--- src/rtl/if_stage.sv ---
// Instruction-fetch stage: owns the fetch PC, issues in-order imem requests,
// buffers returned words and presents {pc, instr} pairs to decode.
module if_stage #(
    parameter logic [31:0] RESET_PC  = 32'h0000_0000,
    parameter int unsigned BUF_DEPTH = 2
) (
    input  logic        clk,
    input  logic        rst_n,
    output logic        imem_req,
    output logic [31:0] imem_addr,
    input  logic        imem_gnt,
    input  logic        imem_rvalid,
    input  logic [31:0] imem_rdata,
    input  logic        br_taken,
    input  logic [31:0] br_target,
    output logic        fs_valid,
    input  logic        fs_ready,
    output logic [31:0] fs_pc,
    output logic [31:0] fs_instr
);
    localparam int unsigned PTR_W = $clog2(BUF_DEPTH);
    localparam int unsigned CNT_W = $clog2(BUF_DEPTH + 1);

    typedef enum logic {IDLE = 1'b0, FETCH = 1'b1} state_e;

    state_e           state_q, state_d;
    logic [31:0]      fetch_pc_q, fetch_pc_d;
    logic [CNT_W-1:0] out_q, out_d;
    logic [CNT_W-1:0] drop_q, drop_d;
    logic [CNT_W-1:0] cnt_q, cnt_d;
    logic [PTR_W-1:0] rd_ptr_q, rd_ptr_d;
    logic [PTR_W-1:0] wr_ptr_q, wr_ptr_d;
    logic [PTR_W-1:0] pcq_rd_q, pcq_rd_d;
    logic [PTR_W-1:0] pcq_wr_q, pcq_wr_d;

    logic [31:0] buf_pc_q    [BUF_DEPTH];
    logic [31:0] buf_instr_q [BUF_DEPTH];
    logic [31:0] pcq_q       [BUF_DEPTH];

    logic fire;
    logic drop;
    logic push;
    logic pop;
    logic credit_ok;
    logic buf_empty;

    // Handshake outputs, FSM and all counter/pointer next-state
    always_comb begin
        state_d    = state_q;
        fetch_pc_d = fetch_pc_q;
        out_d      = out_q;
        drop_d     = drop_q;
        cnt_d      = cnt_q;
        rd_ptr_d   = rd_ptr_q;
        wr_ptr_d   = wr_ptr_q;
        pcq_rd_d   = pcq_rd_q;
        pcq_wr_d   = pcq_wr_q;

        buf_empty = (cnt_q == '0);
        credit_ok = (32'(out_q) + 32'(cnt_q)) < BUF_DEPTH;

        imem_req  = (state_q == FETCH) & ~br_taken & credit_ok;
        imem_addr = fetch_pc_q;
        fs_valid  = ~buf_empty & ~br_taken;
        fs_pc     = buf_empty ? 32'h0 : buf_pc_q[rd_ptr_q];
        fs_instr  = buf_empty ? 32'h0 : buf_instr_q[rd_ptr_q];

        fire = imem_req & imem_gnt;
        drop = imem_rvalid & (drop_q != '0);
        push = imem_rvalid & ~drop & ~br_taken;
        pop  = fs_valid & fs_ready;

        case (state_q)
            IDLE:    state_d = FETCH;
            FETCH:   state_d = FETCH;
            default: state_d = IDLE;
        endcase

        if (fire) begin
            fetch_pc_d = fetch_pc_q + 32'd4;
            pcq_wr_d   = pcq_wr_q + PTR_W'(1);
        end
        if (imem_rvalid) begin
            pcq_rd_d = pcq_rd_q + PTR_W'(1);
        end
        out_d = out_q + CNT_W'(fire) - CNT_W'(imem_rvalid);

        if (drop) begin
            drop_d = drop_q - CNT_W'(1);
        end
        if (push) begin
            wr_ptr_d = wr_ptr_q + PTR_W'(1);
        end
        if (pop) begin
            rd_ptr_d = rd_ptr_q + PTR_W'(1);
        end
        cnt_d = cnt_q + CNT_W'(push) - CNT_W'(pop);

        // Redirect: everything already granted becomes a drop credit
        if (br_taken) begin
            fetch_pc_d = br_target & 32'hFFFF_FFFC;
            drop_d     = out_d;
            cnt_d      = '0;
            rd_ptr_d   = '0;
            wr_ptr_d   = '0;
        end
    end

    always_ff @(posedge clk) begin
        if (!rst_n) begin
            state_q    <= IDLE;
            fetch_pc_q <= RESET_PC;
            out_q      <= '0;
            drop_q     <= '0;
            cnt_q      <= '0;
            rd_ptr_q   <= '0;
            wr_ptr_q   <= '0;
            pcq_rd_q   <= '0;
            pcq_wr_q   <= '0;
        end else begin
            state_q    <= state_d;
            fetch_pc_q <= fetch_pc_d;
            out_q      <= out_d;
            drop_q     <= drop_d;
            cnt_q      <= cnt_d;
            rd_ptr_q   <= rd_ptr_d;
            wr_ptr_q   <= wr_ptr_d;
            pcq_rd_q   <= pcq_rd_d;
            pcq_wr_q   <= pcq_wr_d;
        end
    end

    // Payload storage needs no reset; occupancy is tracked by the counters
    always_ff @(posedge clk) begin
        if (fire) begin
            pcq_q[pcq_wr_q] <= fetch_pc_q;
        end
        if (push) begin
            buf_pc_q[wr_ptr_q]    <= pcq_q[pcq_rd_q];
            buf_instr_q[wr_ptr_q] <= imem_rdata;
        end
    end

endmodule
--- config.mk ---
export PLATFORM = sky130hd
export DESIGN_NAME = if_stage
export DESIGN_NICKNAME = d
export VERILOG_FILES = /design/src/rtl/if_stage.sv
export SDC_FILE = /design/constraint.sdc
export NUM_CORES = 1
export LEC_CHECK = 0
export CAP_MARGIN = 20
export CORE_ASPECT_RATIO = 0.8
export CORE_MARGIN = 2
export CORE_UTILIZATION = 49
export CTS_BUF_LIST = sky130_fd_sc_hd__clkbuf_4 sky130_fd_sc_hd__clkbuf_8
export DETAILED_ROUTE_END_ITERATION = 12
export PLACE_DENSITY = 0.78
export SETUP_SLACK_MARGIN = 0.02
export SLEW_MARGIN = 0
export SYNTH_ARGS = -nofsm -noshare
export SYNTH_HDL_FRONTEND = slang
export SYNTH_SLANG_ARGS = --single-unit
--- constraint.sdc ---
create_clock -name clk -period 3.84 [get_ports clk]
set_input_delay 0.768 -clock clk [delete_from_list [all_inputs] [get_ports clk]]
set_output_delay 0.768 -clock clk [all_outputs]
set_load 0.02 [all_outputs]
==> out/metrics.cfg <==
[clocking]
clock_path_buffers=3
htree_levels=2
cts_resized=0
cts_hold_buf=0
number_of_buffers_created_by_cts=36
number_of_clock_sinks_seen_by_cts=227
cts_tree=yes
clkSlewWorstSetupHoldPaths_ps=70
clock_tree.root_cell=clkbuf_8
cts_setup_buffers=0
insertion_delay_of_the_later_clocked_pin_in_the_worst_skew_pair_ps=520

[timing]
fin_setup_tns_ps=0
final_hold_viol_count=0
final_max_slew_viol_count=0
report.final.setup_viol=0
max_freq_mhz=274
fin_skew_ps=20.9
setup_ws_ps=194
setup_repair_after_global_routing_missed_its_margin=false
final_period_minus_worst_setup_slack_ps=3650
max_slew_headroom_pct=46.1
post-route-period-util_pct=94.9
worst_pin_slew_ps=801

[drt]
vias=6027
detailed_routing_iterations_pass_1=5
routed_via_density=5.42
routed-wl-met3_um=1580
routed.top_layer=met4
routed_wire_length_per_instance_um=17.8
remaining_drc_errors=0
antenna_left=0
routed_met1_length_um=8730
detailroute.wirelength.met2_um=8880
routed_wl_um=19800
first_iter_violations=435

[worst_setup_path]
timing_worst_setup_path_type=register to output port
cp_data_arrival_time_ps=2880
worstSetupStartpointType=register
critical_path.slowest_cell=clkdlybuf4s50_1
critical_path.cell_chain=and2_1, fa_1, nor4b_1, clkdlybuf4s50_1
cp.required_ps=3070
worst-path-max-fanout=4
critical_path.endpoint_type=output port
timing.critical_path.slowest_cell_delay_ps=720

[status]
run_status=completed

[floorplan]
die_w_um=157
start_util_pct=50.5
floorplan.die.height_um=127
die_area_um2=20000
placementRows=44
io_pins=168
design.core.area_um2=18300

[final_layout]
most-common-layout-cells=edfxtp_1, clkdlybuf4s50_1, nor2_1, mux2i_1, dfxtp_1
filler_cell_count=1349
stdcell_area_um2=11900
most_common_cell_after_layout_fill_and_taps_aside=edfxtp_1
final_core_utilization_pct=65.2
p_r_area_growth_vs_syn_pct=29.1
post_route_cells_drive_above_1_share_pct=13.6
finish.net_count=909
antenna_cells_inserted=0

[placement]
placement.io_buffers=161
globalplace.congestion=0.838
detailedPlacementHpwl_um=13100
place_area_um2=11200
place_worst_setup_slack_ps=638

[power]
peakVddDrop_mv=0.272
finalPower_uw=5470
pwr_density_cell_nw_per_um2=459
power.leakage_uw=0.00389

[grt]
wire_length_of_the_first_global_routing_pass_um=31100
grt_start_max_net_pins=54
grt-ovfl-total=0
grt_pass1_vias=6023
globalRouteTotalUtil_pct=20.0
initial_antenna_violation_count=0

[logic_synthesis]
async_flop_share_pct=0
syn_avg_cell_area_um2=14.1
yosysWarnings=0
synth_cells=653
postSynthRegisterBits=227
dominantRegCellSynth=edfxtp_1
synth.distinct_cells=53
synth_enable_flop_cells=184
mappedNetlistArea_um2=9230
synth.yosys.seq_area_share_pct=69.2

[min_path]
hp-class=register to register

[flow_run]
maxCapViolations=0

-- final cells by class --
class | instances | area (um^2) | share of cell area [%]
clock inverters | 18 | 135 | 1.13
repair buffers | 174 | 1760 | 14.8
flip-flops and latches | 227 | 6390 | 53.6
well taps | 253 | 317 | 2.66
clock buffers | 48 | 598 | 5.02
multi-input cells | 380 | 2670 | 22.4
inverters | 13 | 48.8 | 0.410
-- worst max-delay path: cells and delay by family, from the launching register on --
family / cells / cell delay (ps)
and+or+nand+nor: 2 / 760
buffers and inverters: 1 / 720
adders and majority gates: 1 / 470
DFF: 1 / 410
-- synth_stat cells (4+ instances only) --
library cell	n	area, um^2
o211a_1	4	40.0
or4_1	9	67.6
nor2_1	81	304
nand3_1	18	90.1
nand2_1	18	67.6
or3_1	7	43.8
buf_1	5	18.8
clkbuf_1	22	82.6
o21ai_0	31	155
and2_1	9	56.3
buf_4	4	30.0
mux2i_1	62	621
xnor2_1	8	70.1
inv_1	12	45.0
ha_1	6	75.1
edfxtp_1	184	5530
nand4_1	15	93.8
xor2_1	9	78.8
nor4_1	5	31.3
dfxtp_1	43	861
a31oi_1	13	81.3
a21oi_1	10	50.1
o31ai_1	10	75.1
mux2_2	30	338
-- cell families (layout without fill, tap and decap cells) --
group	after synthesis	after routing	synth area share, %
XOR/XNOR	17	17	1.61
multiplexers	92	92	10.4
flip-flops	227	227	69.2
AND/OR/NAND/NOR	181	181	9.99
adder cells (fa/ha/maj)	7	7	1.03
buffers and inverters	49	253	2.33
other	1	4	0.0406
AO/OA/AOI/OAI	79	79	5.40
-- registers in the layout (all words and copies together), names as in the netlist, named ones only --
register and flops:
buf_instr_q 64, buf_pc_q 60, cnt_q 2, drop_q 2
imem_addr 30, out_q 2, pcq_q 60, pcq_rd_q 1
pcq_wr_q 1, rd_ptr_q 1, state_q 1, wr_ptr_q 1
-- report_power, final --
| group | switching (uW) | internal, uW | total, uW |
|---|---|---|---|
| sequential | 78.1 | 2780 | 2860 |
| clock | 901 | 1160 | 2060 |
| combinational | 289 | 260 | 549 |
-- layer usage --
layer / up-vias / GRT usage [%]
li1: 2828 / -
met5: - / 0
met4: 0 / 8.56
met2: 265 / 30.8
met1: 2884 / 27.2
met3: 50 / 4.99
-- through the flow --
step | hold slack (ps) | std cells
4_1_cts | 539 | 1113
6_report | 538 | 1113
3_3_place_gp | 486 | 1047
2_1_floorplan | 472 | 656
5_1_grt | 544 | 1113
3_5_place_dp | 507 | 1047
-- worst paths after layout --
check	startpoint	end	slack, ps	cells after the start
worst min-delay path	rd_ptr_q$_SDFFE_PP0P_	register	540	2
worst max register to register	cnt_q[0]$_SDFF_PP0_	drop_q[1]$_SDFFE_PN0P_	670	11
worst min register to register	rd_ptr_q$_SDFFE_PP0P_	register	540	2
worst max-delay path	cnt_q[0]$_SDFF_PP0_	imem_req	190	4
Note: power is estimated with default switching activity, not from simulation.
